$ cat src/rtl/cpu_pkg.sv
// Shared types and defaults for the CPU memory-side blocks.
package cpu_pkg;

  localparam int DEF_ADDR_W = 16;
  localparam int DEF_DATA_W = 16;

  // Arbiter sequencing states.
  typedef enum logic [1:0] {
    IDLE  = 2'd0,
    ISSUE = 2'd1,
    WAIT  = 2'd2,
    DONE  = 2'd3
  } arb_state_t;

  // Requester identity; GNT_IF is also the reset value of last-grant.
  typedef enum logic {
    GNT_IF = 1'b0,
    GNT_D  = 1'b1
  } arb_gnt_t;

  // Granted access as remembered for the duration of the access.
  typedef struct packed {
    arb_gnt_t id;
    logic     we;
  } arb_req_t;

  // Wait counter width: must hold LAT-1, never narrower than one bit.
  function automatic int cnt_w(input int lat);
    return (lat <= 2) ? 1 : $clog2(lat);
  endfunction

endpackage

$ cat src/rtl/rr_pick2.sv
// Two-requester round-robin pick: on a tie the requester not served last wins.
module rr_pick2
  import cpu_pkg::*;
(
  input  logic     req_if,
  input  logic     req_d,
  input  arb_gnt_t last_gnt,
  output logic     gnt_vld,
  output arb_gnt_t gnt_id
);

  // Single request wins outright; a tie flips away from last_gnt.
  always_comb begin
    gnt_vld = req_if | req_d;
    gnt_id  = GNT_IF;
    if (req_if && req_d)
      gnt_id = (last_gnt == GNT_IF) ? GNT_D : GNT_IF;
    else if (req_d)
      gnt_id = GNT_D;
  end

endmodule

$ cat src/rtl/mem_arbiter.sv
// Fetch/data arbiter in front of a single-ported fixed-latency memory.
// Each access walks IDLE -> ISSUE -> WAIT -> DONE; every output is registered.
module mem_arbiter
  import cpu_pkg::*;
#(
  parameter int ADDR_W = DEF_ADDR_W,
  parameter int DATA_W = DEF_DATA_W,
  parameter int LAT    = 2
) (
  input  logic              clk,
  input  logic              rst,
  // fetch port
  input  logic              if_req,
  input  logic [ADDR_W-1:0] if_addr,
  input  logic              if_kill,
  output logic              if_rdy,
  output logic [DATA_W-1:0] if_rdata,
  // data port
  input  logic              d_req,
  input  logic              d_we,
  input  logic [ADDR_W-1:0] d_addr,
  input  logic [DATA_W-1:0] d_wdata,
  output logic              d_rdy,
  output logic [DATA_W-1:0] d_rdata,
  // memory side
  output logic              mem_en,
  output logic              mem_we,
  output logic [ADDR_W-1:0] mem_addr,
  output logic [DATA_W-1:0] mem_wdata,
  input  logic [DATA_W-1:0] mem_rdata,
  output logic              busy
);

  localparam int CNT_W = cnt_w(LAT);

  arb_state_t        state, state_nxt;
  arb_req_t          req_q;
  arb_gnt_t          last_gnt;
  logic              kill_q;
  logic [CNT_W-1:0]  cnt;

  logic              pick_vld;
  arb_gnt_t          pick_id;
  logic              gnt_we;
  logic [ADDR_W-1:0] gnt_addr;
  logic [DATA_W-1:0] gnt_wdata;
  logic              grant;
  logic              kill_now;
  logic              wait_end;
  logic              if_dead;

  rr_pick2 u_pick (
    .req_if   (if_req),
    .req_d    (d_req),
    .last_gnt (last_gnt),
    .gnt_vld  (pick_vld),
    .gnt_id   (pick_id)
  );

  // Winner's access fields, selected once and shared by the latches below.
  always_comb begin
    gnt_we    = (pick_id == GNT_D) && d_we;
    gnt_addr  = (pick_id == GNT_D) ? d_addr : if_addr;
    gnt_wdata = (pick_id == GNT_D) ? d_wdata : '0;
  end

  // Event decode: grant taken, kill seen this cycle, last WAIT cycle.
  always_comb begin
    grant    = (state == IDLE) && pick_vld;
    kill_now = if_kill && (state != IDLE) && (req_q.id == GNT_IF);
    wait_end = (state == WAIT) && (cnt == '0);
    if_dead  = kill_q || kill_now;
  end

  // State register.
  always_ff @(posedge clk) begin
    if (rst) state <= IDLE;
    else     state <= state_nxt;
  end

  // Next-state: DONE always returns to IDLE so a still-held request is not re-granted.
  always_comb begin
    state_nxt = state;
    case (state)
      IDLE:    if (pick_vld) state_nxt = ISSUE;
      ISSUE:   state_nxt = WAIT;
      WAIT:    if (cnt == '0) state_nxt = DONE;
      DONE:    state_nxt = IDLE;
      default: state_nxt = IDLE;
    endcase
  end

  // Access bookkeeping: who is granted, wait countdown, fairness and kill flags.
  always_ff @(posedge clk) begin
    if (rst) begin
      req_q    <= '{id: GNT_IF, we: 1'b0};
      last_gnt <= GNT_IF;
      kill_q   <= 1'b0;
      cnt      <= '0;
    end else begin
      if (grant)
        req_q <= '{id: pick_id, we: gnt_we};
      if (state == ISSUE)
        cnt <= CNT_W'(LAT - 1);
      else if (state == WAIT && cnt != '0)
        cnt <= cnt - 1'b1;
      if (state == DONE)
        last_gnt <= req_q.id;
      // kill only matters while the fetch owns the access; IDLE forgets it
      if (state == IDLE)
        kill_q <= 1'b0;
      else if (kill_now)
        kill_q <= 1'b1;
    end
  end

  // Registered memory strobe and fields; addr/wdata hold between accesses.
  always_ff @(posedge clk) begin
    if (rst) begin
      mem_en    <= 1'b0;
      mem_we    <= 1'b0;
      mem_addr  <= '0;
      mem_wdata <= '0;
    end else begin
      mem_en <= grant;
      mem_we <= grant && gnt_we;
      if (grant) begin
        mem_addr  <= gnt_addr;
        mem_wdata <= gnt_wdata;
      end
    end
  end

  // Read capture on the last WAIT cycle and rdy pulses landing in DONE.
  always_ff @(posedge clk) begin
    if (rst) begin
      if_rdy   <= 1'b0;
      d_rdy    <= 1'b0;
      if_rdata <= '0;
      d_rdata  <= '0;
    end else begin
      if_rdy <= wait_end && (req_q.id == GNT_IF) && !if_dead;
      d_rdy  <= wait_end && (req_q.id == GNT_D);
      if (wait_end && (req_q.id == GNT_IF) && !if_dead)
        if_rdata <= mem_rdata;
      if (wait_end && (req_q.id == GNT_D) && !req_q.we)
        d_rdata <= mem_rdata;
    end
  end

  // busy mirrors state != IDLE, registered from the next state.
  always_ff @(posedge clk) begin
    if (rst) busy <= 1'b0;
    else     busy <= (state_nxt != IDLE);
  end

endmodule

$ cat config.mk
export PLATFORM = sky130hd
export DESIGN_NAME = mem_arbiter
export DESIGN_NICKNAME = d
export VERILOG_FILES = /design/src/rtl/cpu_pkg.sv /design/src/rtl/rr_pick2.sv /design/src/rtl/mem_arbiter.sv
export SDC_FILE = /design/constraint.sdc
export NUM_CORES = 1
export LEC_CHECK = 0
export CORE_ASPECT_RATIO = 0.75
export CORE_MARGIN = 5
export CORE_UTILIZATION = 38
export CTS_BUF_LIST = sky130_fd_sc_hd__clkbuf_8
export DETAILED_ROUTE_END_ITERATION = 8
export PLACE_DENSITY = 0.91
export SLEW_MARGIN = 40
export SYNTH_ARGS = -nofsm -noshare
export SYNTH_HDL_FRONTEND = slang
export SYNTH_SLANG_ARGS = --single-unit
$ cat constraint.sdc
create_clock -name clk -period 1.5 [get_ports clk]
set_input_delay 0.225 -clock clk [delete_from_list [all_inputs] [get_ports clk]]
set_output_delay 0.225 -clock clk [all_outputs]
set_load 0.05 [all_outputs]
* Word-level counts from Yosys, hierarchy flattened *
Index checks and enable logic that the tools add are counted.

operators by class
  add/sub/neg operators = 1
  equal/unequal tests = 3
  multiplexer cells = 10
  bitwise operators = 3
  reduce and logical (&&, ||, !) cells = 20

operators by type and width
  operator               count
  $mux W16               2
  $logic_and A1 B1 Y1    12
  $pmux W2 S4            1
  $reduce_bool A2 Y1     3
  $mux W1                5
  $eq A2 B2 Y1 const B   2
  $mux W2                2
  $eq A2 B1 Y1 const B   1
  $logic_not A1 Y1       2
  $logic_not A2 Y1       1
  $not A1 Y1             2
  $reduce_or A2 Y1       1
  $logic_or A1 B1 Y1     1
  $or A1 B1 Y1           1
  $sub A1 B1 Y1 const B  1

word-level totals
  flip-flop bits (word level) = 76
  bits of input ports = 70

* Logic depth before layout (Yosys ltp) *
Gate-level depths: netlist (run 1).

  word-level depth = 6
  depth in mapped cells = 7
  mapped depth without buffers = 5

* By module *
From an unflattened synthesis (run 1), not the netlist that was laid out.

second synthesis, totals
  cell total of the unflattened synthesis = 337
  area, all modules = 3025.4 µm²

by module, submodules not included
  module       instances  cells an instance  area each (µm²)  sequential area each (µm²)
  mem_arbiter  1          335                3011.6           1521.5
  rr_pick2     1          2                  13.8             0.0

* Least setup slack after synthesis (run 1) *
Ideal clock, no wire load.

  path type = register to register
  from = register state[0]
  to = register if_rdata[10]
  setup time = 0.119 ns
  arrival time = 1.536 ns
  data required time = 1.381 ns
  setup slack = -0.155 ns
  stages on the path, launching flop included = 7
  period minus slack after synthesis = 1.655 ns
  cells stage by stage = dfxtp_1 > inv_1 > ha_1 > nand2b_4 > or4_4 > buf_6 > mux2i_1

between the ends
  word-level cells in the longest chain between the ends = 6

ends and longest elaborated chain
  what                               RTL line            RTL
  from (decl)                        mem_arbiter.sv:36   arb_state_t state, state_nxt;
  from (signal assigned)             mem_arbiter.sv:78   else state <= state_nxt;
  $reduce_bool A2 Y1                 mem_arbiter.sv:70   kill_now = if_kill && (state != IDLE) && (req_q.id == GNT_IF);
  $logic_and A1 B1 Y1 (2 in series)  mem_arbiter.sv:70
  $logic_or A1 B1 Y1                 mem_arbiter.sv:72   if_dead = kill_q || kill_now;
  $logic_not A1 Y1                   mem_arbiter.sv:144  if (wait_end && (req_q.id == GNT_IF) && !if_dead)
  $logic_and A1 B1 Y1 *              mem_arbiter.sv:144
  to (signal assigned)               mem_arbiter.sv:145  if_rdata <= mem_rdata;
  to (decl)                          mem_arbiter.sv:17   output logic [DATA_W-1:0] if_rdata,

Mark *: on every way between the ends. The rest lies on a longest branch, timed or not.
A chain may end at the register's enable or synchronous reset.

* Final worst setup path (run 1) *
  from = register state[1]
  to = register if_rdata[10]

The elaborated chain is that of the path after synthesis.

==> results.cfg, run 1 <==
[worst_setup_path]
reg2reg_to = if_rdata[10]
worst_ep_arrival_time_ns = 1.76
crit_family = simple AND/OR/NAND/NOR gates
startpoint_type = register
path_cells = inv_2 > ha_4 > nor2b_4 > or4_4 > mux2i_1
cpPeakStageDelay_ns = 0.57
slowest_stage = or4_4
crit_type = reg2reg
r2r_slack_ns = -0.02
critical_path_buf_inv_count = 1
cp.required_ns = 1.74
endpoint_kind = register
r2r-start = state[1]
crit_fanout = 6
rr_worst_depth = 5

[logic_synthesis]
ys_warn_count = 0
ys_ff_latch = 76
synth-edff-count = 0
async_reset_ff_frac = 0
syn_avg_cell_area_um2 = 9.09
synth.distinct_cells = 32
dominantRegCellSynth = dfxtp_1
seq_area_frac_synth = 0.531
syn_inst = 315
synth_area_mm2 = 0.00286
syn_nets = 390

[global_route]
antenna_found_initial = 0
grt_pass1_wl_mm = 13.5
grt_pass1_vias = 2894
grt.overflow.total = 0
grtUsageTotal = 0.183
grt_max_degree = 35

[detailed_routing]
met1_length_mm = 3.63
via_per_inst = 4.90
drc = 0
wl_met3_um = 780
detail_route.wl_per_cell_um = 15.2
routed.top_layer = met4
vias = 2824
totalWireLength_mm = 8.78
first_iter_violations = 123
drtPass1Iterations = 5
route.met2.wl_mm = 4.22
drtAntennaViolNets = 0

[cells_and_area]
multi_input_area_mm2 = 0.00129
antenna_cells = 0
final_cell_mix = 90 x buf_4, 80 x nand2_1, 74 x dfxtp_1, 69 x clkdlybuf4s50_1, 51 x a21oi_1
seqCellArea_mm2 = 0.00152
drive_above_1_share = 0.267
finish.utilization = 0.631
fin_area_mm2 = 0.00462
area_growth_pct = 61.5
final_common_cell = buf_4
nNetsFinal = 545
nFillCells = 614

[clock_network]
root_buffer = clkbuf_8
numCtsBuffers = 9
clkTransAtPathRegs_ns = 0.09
insertion_delay_ns = 0.35
htree_levels = 3
cts_sinks = 76
cts_tree = built
clock_path_buffers = 2

[floorplan]
initial_core_util = 0.391
num_rows = 27
core-area_mm2 = 0.00733
ios = 139
dieHeight_um = 85.2
die_area_mm2 = 0.00939
die_x_um = 110

[run_status]
violations = negative setup slack
status = complete, but fails checks

[hold_path]
min_path_type = in2reg
hp-start = if_addr[0]
holdPathStages = 3
hold_path_end = mem_addr[0]

[timing]
fin_skew_ns = 0.0108
worstMarginPinSlew_ns = 0.516
fmax_mhz = 659
setup_viol = 5
hold_violations = 0
relSlewSlack = 0.656
rsz0062_at_grt = yes
final.setup.worst_slack_ns = -0.0170
final_max_slew_viol_count = 0
period_share = 1.01
period_minus_slack_ns = 1.52

[job]
max_cap_viol_count = 0

[power]
worst_ir_drop_vdd_mv = 0.870
pwr_density_cell_mw_per_mm2 = 1760
p_leak_nw = 2.00

[place]
port_buffers = 138
place_congestion = 0.708
place_area_mm2 = 0.00432
dp_slack_ns = -0.316
dp_hpwl_mm = 6.26
-- Yosys cell counts (2+ instances only) --
library cell	number	area (µm²)
dfxtp_1	76	1520
buf_4	2	15.0
nor2_1	7	26.3
nand2_1	80	300
clkbuf_1	13	48.8
a22o_1	17	149
buf_2	3	15.0
o21ai_0	16	80.1
mux2i_1	18	180
nor3_1	2	10.0
a21oi_1	51	255
inv_1	6	22.5
ha_1	5	62.6
-- state kept, by name (all words and copies together) (netlist names) --
signal / count
d_rdata: 16
if_rdata: 16
mem_addr: 16
mem_wdata: 16
req_q: 2
state: 2
busy: 1
cnt: 1
d_rdy: 1
if_rdy: 1
kill_q: 1
last_gnt: 1
mem_en: 1
mem_we: 1
-- report_power, final --
part / switching, mW / internal [mW] / total [mW]
sequential: 0.250 / 2.42 / 2.67
combinational: 2.25 / 1.42 / 3.67
clock: 0.789 / 0.996 / 1.79
total: 3.29 / 4.84 / 8.12
-- worst min-delay path: stages --
cell and delay [ns]:
clkdlybuf4s50_1 0.40, nand2_1 0.06, a21oi_1 0.05
-- cell families after synthesis --
group,Yosys count,share of synthesized area
adder cells (fa/ha/maj),5,0.0218
multiplexers,18,0.0629
AO/OA/AOI/OAI,91,0.191
buffers and inverters,26,0.0411
flip-flops,76,0.531
AND/OR/NAND/NOR,99,0.152
-- routing by layer --
metal / GRT usage / up-vias
met3: 0.0875 / 12
met1: 0.213 / 1311
met4: 0.0582 / 0
li1: - / 1389
met2: 0.296 / 112
met5: 0 / -
-- per-stage QoR --
stage,hold slack [ns],instances,TNS [ns],power (mW)
5_1_grt,0.409,576,-0.602,8.52
4_1_cts,0.406,571,-0.560,8.00
2_1_floorplan,0.347,315,-0.200,4.92
6_report,0.420,576,-0.0566,8.12
3_3_place_gp,0.445,555,-7.23,6.09
3_5_place_dp,0.452,555,-9.62,6.19
-- area by class of cell --
class / instances / area share
Sequential cell: 76 / 0.330
Timing Repair Buffer: 163 / 0.309
Multi-Input combinational cell: 214 / 0.279
Clock buffer: 10 / 0.0298
Tap cell: 101 / 0.0273
Clock inverter: 6 / 0.0203
Inverter: 6 / 0.00541
-- worst max-delay path by stage --
stage,to,cells after the start,start,slack [ns]
after global routing,if_rdata[6],5,state[0],-0.09
after global placement,mem_wdata[7],4,d_req,-0.26
after detailed placement,mem_wdata[0],4,d_req,-0.32
after CTS,if_rdata[10],5,state[0],-0.07
final,if_rdata[10],5,state[1],-0.02
after floorplan,if_rdata[10],6,state[0],-0.02
-- repair_timing --
| item | in CTS | in global routing |
|---|---|---|
| hold buffers | 0 | 0 |
| gates cloned | 0 | 1 |
| pin swaps | 0 | 3 |
| resized for setup | 2 | 8 |
| buffers inserted | 0 | 4 |
| endpoints found under the setup margin | 28 | 51 |
(Power assumes the default switching activity.)
==> run 2: changes to the inputs <==
--- a/config.mk
+++ b/config.mk
@@ -10,8 +10,9 @@
 export CORE_UTILIZATION = 38
 export CTS_BUF_LIST = sky130_fd_sc_hd__clkbuf_8
 export DETAILED_ROUTE_END_ITERATION = 8
-export PLACE_DENSITY = 0.91
+export PLACE_DENSITY = 0.9
 export SLEW_MARGIN = 40
 export SYNTH_ARGS = -nofsm -noshare
 export SYNTH_HDL_FRONTEND = slang
+export SYNTH_HIERARCHICAL = 1
 export SYNTH_SLANG_ARGS = --single-unit
==> results.cfg, run 2 <==
[timing]
hold_violations = 0
worstMarginPinSlew_ns = 0.331
relSlewSlack = 0.779
final_max_slew_viol_count = 0
rsz0062_at_grt = yes
fin_skew_ns = 0.0131
period_share = 0.986
setup_viol = 0
period_minus_slack_ns = 1.48
fmax_mhz = 676

[logic_synthesis]
ys_warn_count = 6
synth_top_area_frac = 0.503
ys_top_cells_by_count = 76 x dfxtp_1, 52 x nand2_1, 36 x a21oi_1
synthTopCellsByArea = dfxtp_1 50%, mux2i_1 11%, nand2b_1 7.0%, nand2_1 6.5%, a21oi_1 6.0%
synth_area_mm2 = 0.00303
seq_area_frac_synth = 0.503
synth-edff-count = 0
ys_ff_latch = 76
yosysMostFrequentCell = dfxtp_1
async_reset_ff_frac = 0
synth.distinct_cells = 24
syn_avg_cell_area_um2 = 8.98
dominantRegCellSynth = dfxtp_1
syn_inst = 337
synth.largest_area_cell = dfxtp_1
syn_nets = 412

[power]
p_int_mw = 4.98
power_switching_mw = 3.35
p_clk_frac = 0.208
total_power_mw = 8.33
worst_ir_drop_vdd_mv = 0.752
p_leak_nw = 2.05
pwr-share-comb = 0.473
pwr_density_cell_mw_per_mm2 = 1700
pwr-share-seq = 0.319
switching_share = 0.402

[cells_and_area]
nNetsFinal = 561
final_cells = 595
final_cell_mix = 85 x buf_4, 74 x dfxtp_1, 68 x clkdlybuf4s50_1, 52 x nand2_1, 36 x a21oi_1
antenna_cells = 0
area_growth_pct = 61.7
finish.utilization = 0.626
drive_above_1_share = 0.267
final_common_cell = buf_4

[floorplan]
core-area_mm2 = 0.00781
ios = 139
die_x_um = 113
initial_core_util = 0.387
die_area_mm2 = 0.00986
dieHeight_um = 87.3
num_rows = 28

[worst_setup_path]
crit_fanout = 5
r2r-start = state[0]
cp.required_ns = 1.77
r2r_slack_ns = 0.02
endpoint_kind = register
startpoint_type = register
rr_worst_depth = 7
crit_type = reg2reg
worstSetupEndpoint = if_rdata[5]
reg2reg_to = if_rdata[5]
worst_ep_arrival_time_ns = 1.75
crit_start = state[0]

[clock_network]
htree_levels = 3
cts_sinks = 76
cts_tree = built
hold_buffers = 0
clkTransAtPathRegs_ns = 0.07
insertion_delay_ns = 0.34
numCtsBuffers = 9
root_buffer = clkbuf_8
clock_path_buffers = 2

[detailed_routing]
totalWireLength_mm = 8.86
first_iter_violations = 81
drtPass1Iterations = 4
vias = 2849
via_per_inst = 4.79
detail_route.wl_per_cell_um = 14.9
drtAntennaViolNets = 0
drc = 0

[run_status]
status = completed

[place]
place_congestion = 0.813
dp_hpwl_mm = 6.39
placedCellCount = 576
port_buffers = 138

[global_route]
grt.overflow.total = 0
antenna_found_initial = 0
grt_pass1_vias = 2957
grt_pass1_wl_mm = 14.0
grtUsageTotal = 0.176
grt_max_degree = 86

[job]
max_cap_viol_count = 0

[hold_path]
min_path_type = in2reg
-- run 2: changes by cell type after synthesis, moves of 2 or more --
cell	delta
nand3_1	+17
a211oi_1	+17
nand2_1	-28
a22o_1	-17
buf_2	+3
nand2b_1	+34
clkbuf_1	+7
a21oi_1	-15
o21ai_0	-16
mux2i_1	+15
buf_4	-2
nor2_1	+15
-- run 2: area by class of cell --
cell class	instances	area, µm²
clock buffers	11	151
inverters	5	23.8
multi-input cells	229	1470
clock inverters	4	72.6
fillers	657	2920
repair buffers	165	1510
flip-flops and latches	76	1530
well taps	105	131
-- run 2: kinds of logic after synthesis --
family                   count (synthesis)  share of synthesized area
AND/OR/NAND/NOR                        136                      0.216
adder cells (fa/ha/maj)                  5                     0.0207
flip-flops                              76                      0.503
buffers and inverters                   32                     0.0447
AO/OA/AOI/OAI                           55                      0.107
multiplexers                            33                      0.109
-- run 2: worst min path at each step --
stage,start,endpoint,slack (ns),cells after the start
after floorplan,mem_rdata[0],d_rdata[0],0.36,2
after global placement,mem_wdata[15],mem_wdata[15],0.44,2
after detailed placement,mem_wdata[1],mem_wdata[1],0.45,2
after CTS,rst,if_rdy,0.36,3
after global routing,rst,if_rdy,0.37,3
final,rst,if_rdy,0.36,3
-- run 2: critical path, cell delays in order (launching register included) --
cell and delay [ns]:
dfxtp_2 0.34, inv_4 0.08, ha_4 0.15, nand2b_4 0.06
buf_6 0.12, nor4_4 0.29, buf_6 0.19, mux2i_1 0.17
-- run 2: power by group through the flow --
| stage | registers (mW) | clock network [mW] | logic, mW |
|---|---|---|---|
| floorplan | 3.83 | 0 | 1.07 |
| global route | 2.70 | 1.86 | 4.17 |
| CTS | 2.66 | 1.78 | 3.70 |
| detailed placement | 2.67 | 0 | 3.55 |
| finish | 2.66 | 1.73 | 3.94 |
| global placement | 2.65 | 0 | 3.46 |
-- run 2: metal layers --
layer / up-vias / track usage / part of all wire / wire, µm
met5: - / 0 / 0 / 0
met1: 1321 / 0.193 / 0.40 / 3580
met4: 0 / 0.0338 / 0.016 / 145
met2: 94 / 0.326 / 0.51 / 4480
met3: 11 / 0.0667 / 0.073 / 643
li1: 1423 / - / - / -
-- run 2: what timing repair did --
action,CTS,global route
resized for setup,19,9
pin swaps,2,3
cloned,1,1
setup buffers,1,2
setup endpoints to repair,49,23
-- run 2: through the flow --
stage               hold slack [ns]  setup WS [ns]  instance area (µm²)  setup TNS [ns]
floorplan                     0.361         0.0130                 3040               0
global placement              0.439         -0.102                 4520           -3.74
detailed placement            0.445         -0.184                 4520           -5.69
CTS                           0.363         0.0129                 4820               0
global route                  0.371        -0.0747                 4890          -0.646
finish                        0.359         0.0206                 4890               0
==> run 3: changes to the inputs <==
--- a/config.mk
+++ b/config.mk
@@ -7,9 +7,10 @@
 export LEC_CHECK = 0
 export CORE_ASPECT_RATIO = 0.75
 export CORE_MARGIN = 5
-export CORE_UTILIZATION = 38
+export CORE_UTILIZATION = 59
 export CTS_BUF_LIST = sky130_fd_sc_hd__clkbuf_8
 export DETAILED_ROUTE_END_ITERATION = 8
+export DONT_BUFFER_PORTS = 1
 export PLACE_DENSITY = 0.9
 export SLEW_MARGIN = 40
 export SYNTH_ARGS = -nofsm -noshare
==> results.cfg, run 3 (synthesis gave the netlist of run 2 again) <==
[clock_network]
clock_path_buffers = 2
htree_levels = 3
cts_sinks = 76
clkTransAtPathRegs_ns = 0.08
cts_tree = built
root_buffer = clkbuf_8
numCtsBuffers = 9
insertion_delay_ns = 0.34

[timing]
worst_hold_slack_ns = 0.0171
worstMarginPinSlew_ns = 0.542
period_minus_slack_ns = 1.47
fmax_mhz = 681
final_max_slew_viol_count = 0
setup_viol = 0
final.setup.worst_slack_ns = 0.0306
hold_violations = 0
relSlewSlack = 0.638
fin_skew_ns = 0.0104
rsz0062_at_grt = yes
period_share = 0.980

[floorplan]
initial_core_util = 0.614
ios = 139
die_x_um = 92.7
core-area_mm2 = 0.00493
num_rows = 22
dieHeight_um = 72.0
die_area_mm2 = 0.00667

[cells_and_area]
antenna_cells = 0
area_growth_pct = 23.8
final_cell_mix = 74 x dfxtp_1, 52 x nand2_1, 36 x a21oi_1
final_common_cell = dfxtp_1
drive_above_1_share = 0.181
multi_input_area_mm2 = 0.00144
seqCellArea_mm2 = 0.00152
nFillCells = 345
nNetsFinal = 446

[power]
pwr-share-seq = 0.430
pwr_density_cell_mw_per_mm2 = 1990
switching_share = 0.419
worst_ir_drop_vdd_mv = 0.942
p_int_mw = 4.32
power_switching_mw = 3.12
pwr-share-comb = 0.347
p_clk_frac = 0.223
p_leak_nw = 1.50

[worst_setup_path]
crit_top_cell = buf_6
endpoint_kind = register
path_cells = inv_4 > ha_4 > nand2b_4 > buf_6 > nor4_4 > buf_6 > mux2i_1
crit_type = reg2reg
crit_fanout = 5
cpPeakStageDelay_ns = 0.35
cp.required_ns = 1.76
startpoint_type = register
worst_ep_arrival_time_ns = 1.73
slowest_stage = dfxtp_2

[global_route]
grt_max_degree = 59
grt.overflow.total = 0
antenna_found_initial = 0
grt_pass1_vias = 2441
grtUsageTotal = 0.230
grt_pass1_wl_mm = 12.0

[run_status]
status = completed

[place]
dp_hpwl_mm = 4.98
port_buffers = 0
dp_slack_ns = -0.0404
place_congestion = 0.768

[detailed_routing]
drtPass1Iterations = 4
via_per_inst = 5.58
drc = 0
first_iter_violations = 105
vias = 2435
drtAntennaViolNets = 0
detail_route.wl_per_cell_um = 17.6
totalWireLength_mm = 7.68

[hold_path]
min_path_type = in2reg

[job]
max_cap_viol_count = 0
## run 3: cell count changes in the layout (fill, tap and decap cells not counted), sizes merged
cell	change
clkinvlp	+1
clkdlybuf4s50	-68
buf	-55
clkbuf	-3
dlygate4sd3	+9
clkinv	+1
inv	+1
## run 3: final cells by class
| type | instances | share of cell area |
|---|---|---|
| Sequential cell | 76 | 0.407 |
| Inverter | 5 | 0.00568 |
| Tap cell | 60 | 0.0200 |
| Clock inverter | 7 | 0.0247 |
| Timing Repair Buffer | 50 | 0.126 |
| Clock buffer | 9 | 0.0331 |
| Multi-Input combinational cell | 229 | 0.384 |
## run 3: worst paths after layout
kind	startpoint	endpoint	slack [ns]	cells past startpoint
max	state[0]	if_rdata[1]	0.03	7
min	mem_rdata[15]	d_rdata[15]	0.02	2
max reg2reg	state[0]	if_rdata[1]	0.03	7
min reg2reg	if_rdata[0]	if_rdata[0]	0.48	2
## run 3: stage by stage
step	area (µm²)	std cells	power, mW	util	setup TNS [ns]
3_5_place_dp	3350	408	5.61	0.680	-0.224
6_report	3740	436	7.44	0.760	0
5_1_grt	3740	436	7.81	0.760	-0.0318
3_3_place_gp	3350	408	5.53	0.680	0
2_1_floorplan	3040	337	4.91	-	0
4_1_cts	3710	435	7.41	0.753	0
## run 3: critical path, delay by kind of cell, from the launching register on
family | cells | cell delay (ns)
and+or+nand+nor | 2 | 0.29
buffers and inverters | 3 | 0.39
DFF | 1 | 0.35
adders and majority gates | 1 | 0.14
muxes | 1 | 0.22
## run 3: what timing repair did
action,CTS,global route
buffers inserted,1,1
gates resized for setup,9,8
setup endpoints to repair,9,34
gates cloned,1,0
hold buffers,9,1
endpoints found under the hold margin,58,1
pin swaps,1,0
## run 3: power groups by stage
stage	clock, mW	sequential, mW	combinational (mW)
after detailed placement	0	3.23	2.39
after global placement	0	3.21	2.32
after floorplan	0	3.83	1.07
final	1.66	3.20	2.58
after CTS	1.70	3.19	2.52
after global routing	1.79	3.24	2.78
## run 3: layer usage
layer | track usage | up-vias | routed length [µm]
met4 | 0.0699 | 0 | 123
met5 | 0 | - | 0
met1 | 0.256 | 1119 | 2910
met2 | 0.401 | 106 | 3940
li1 | - | 1198 | -
met3 | 0.0995 | 12 | 709
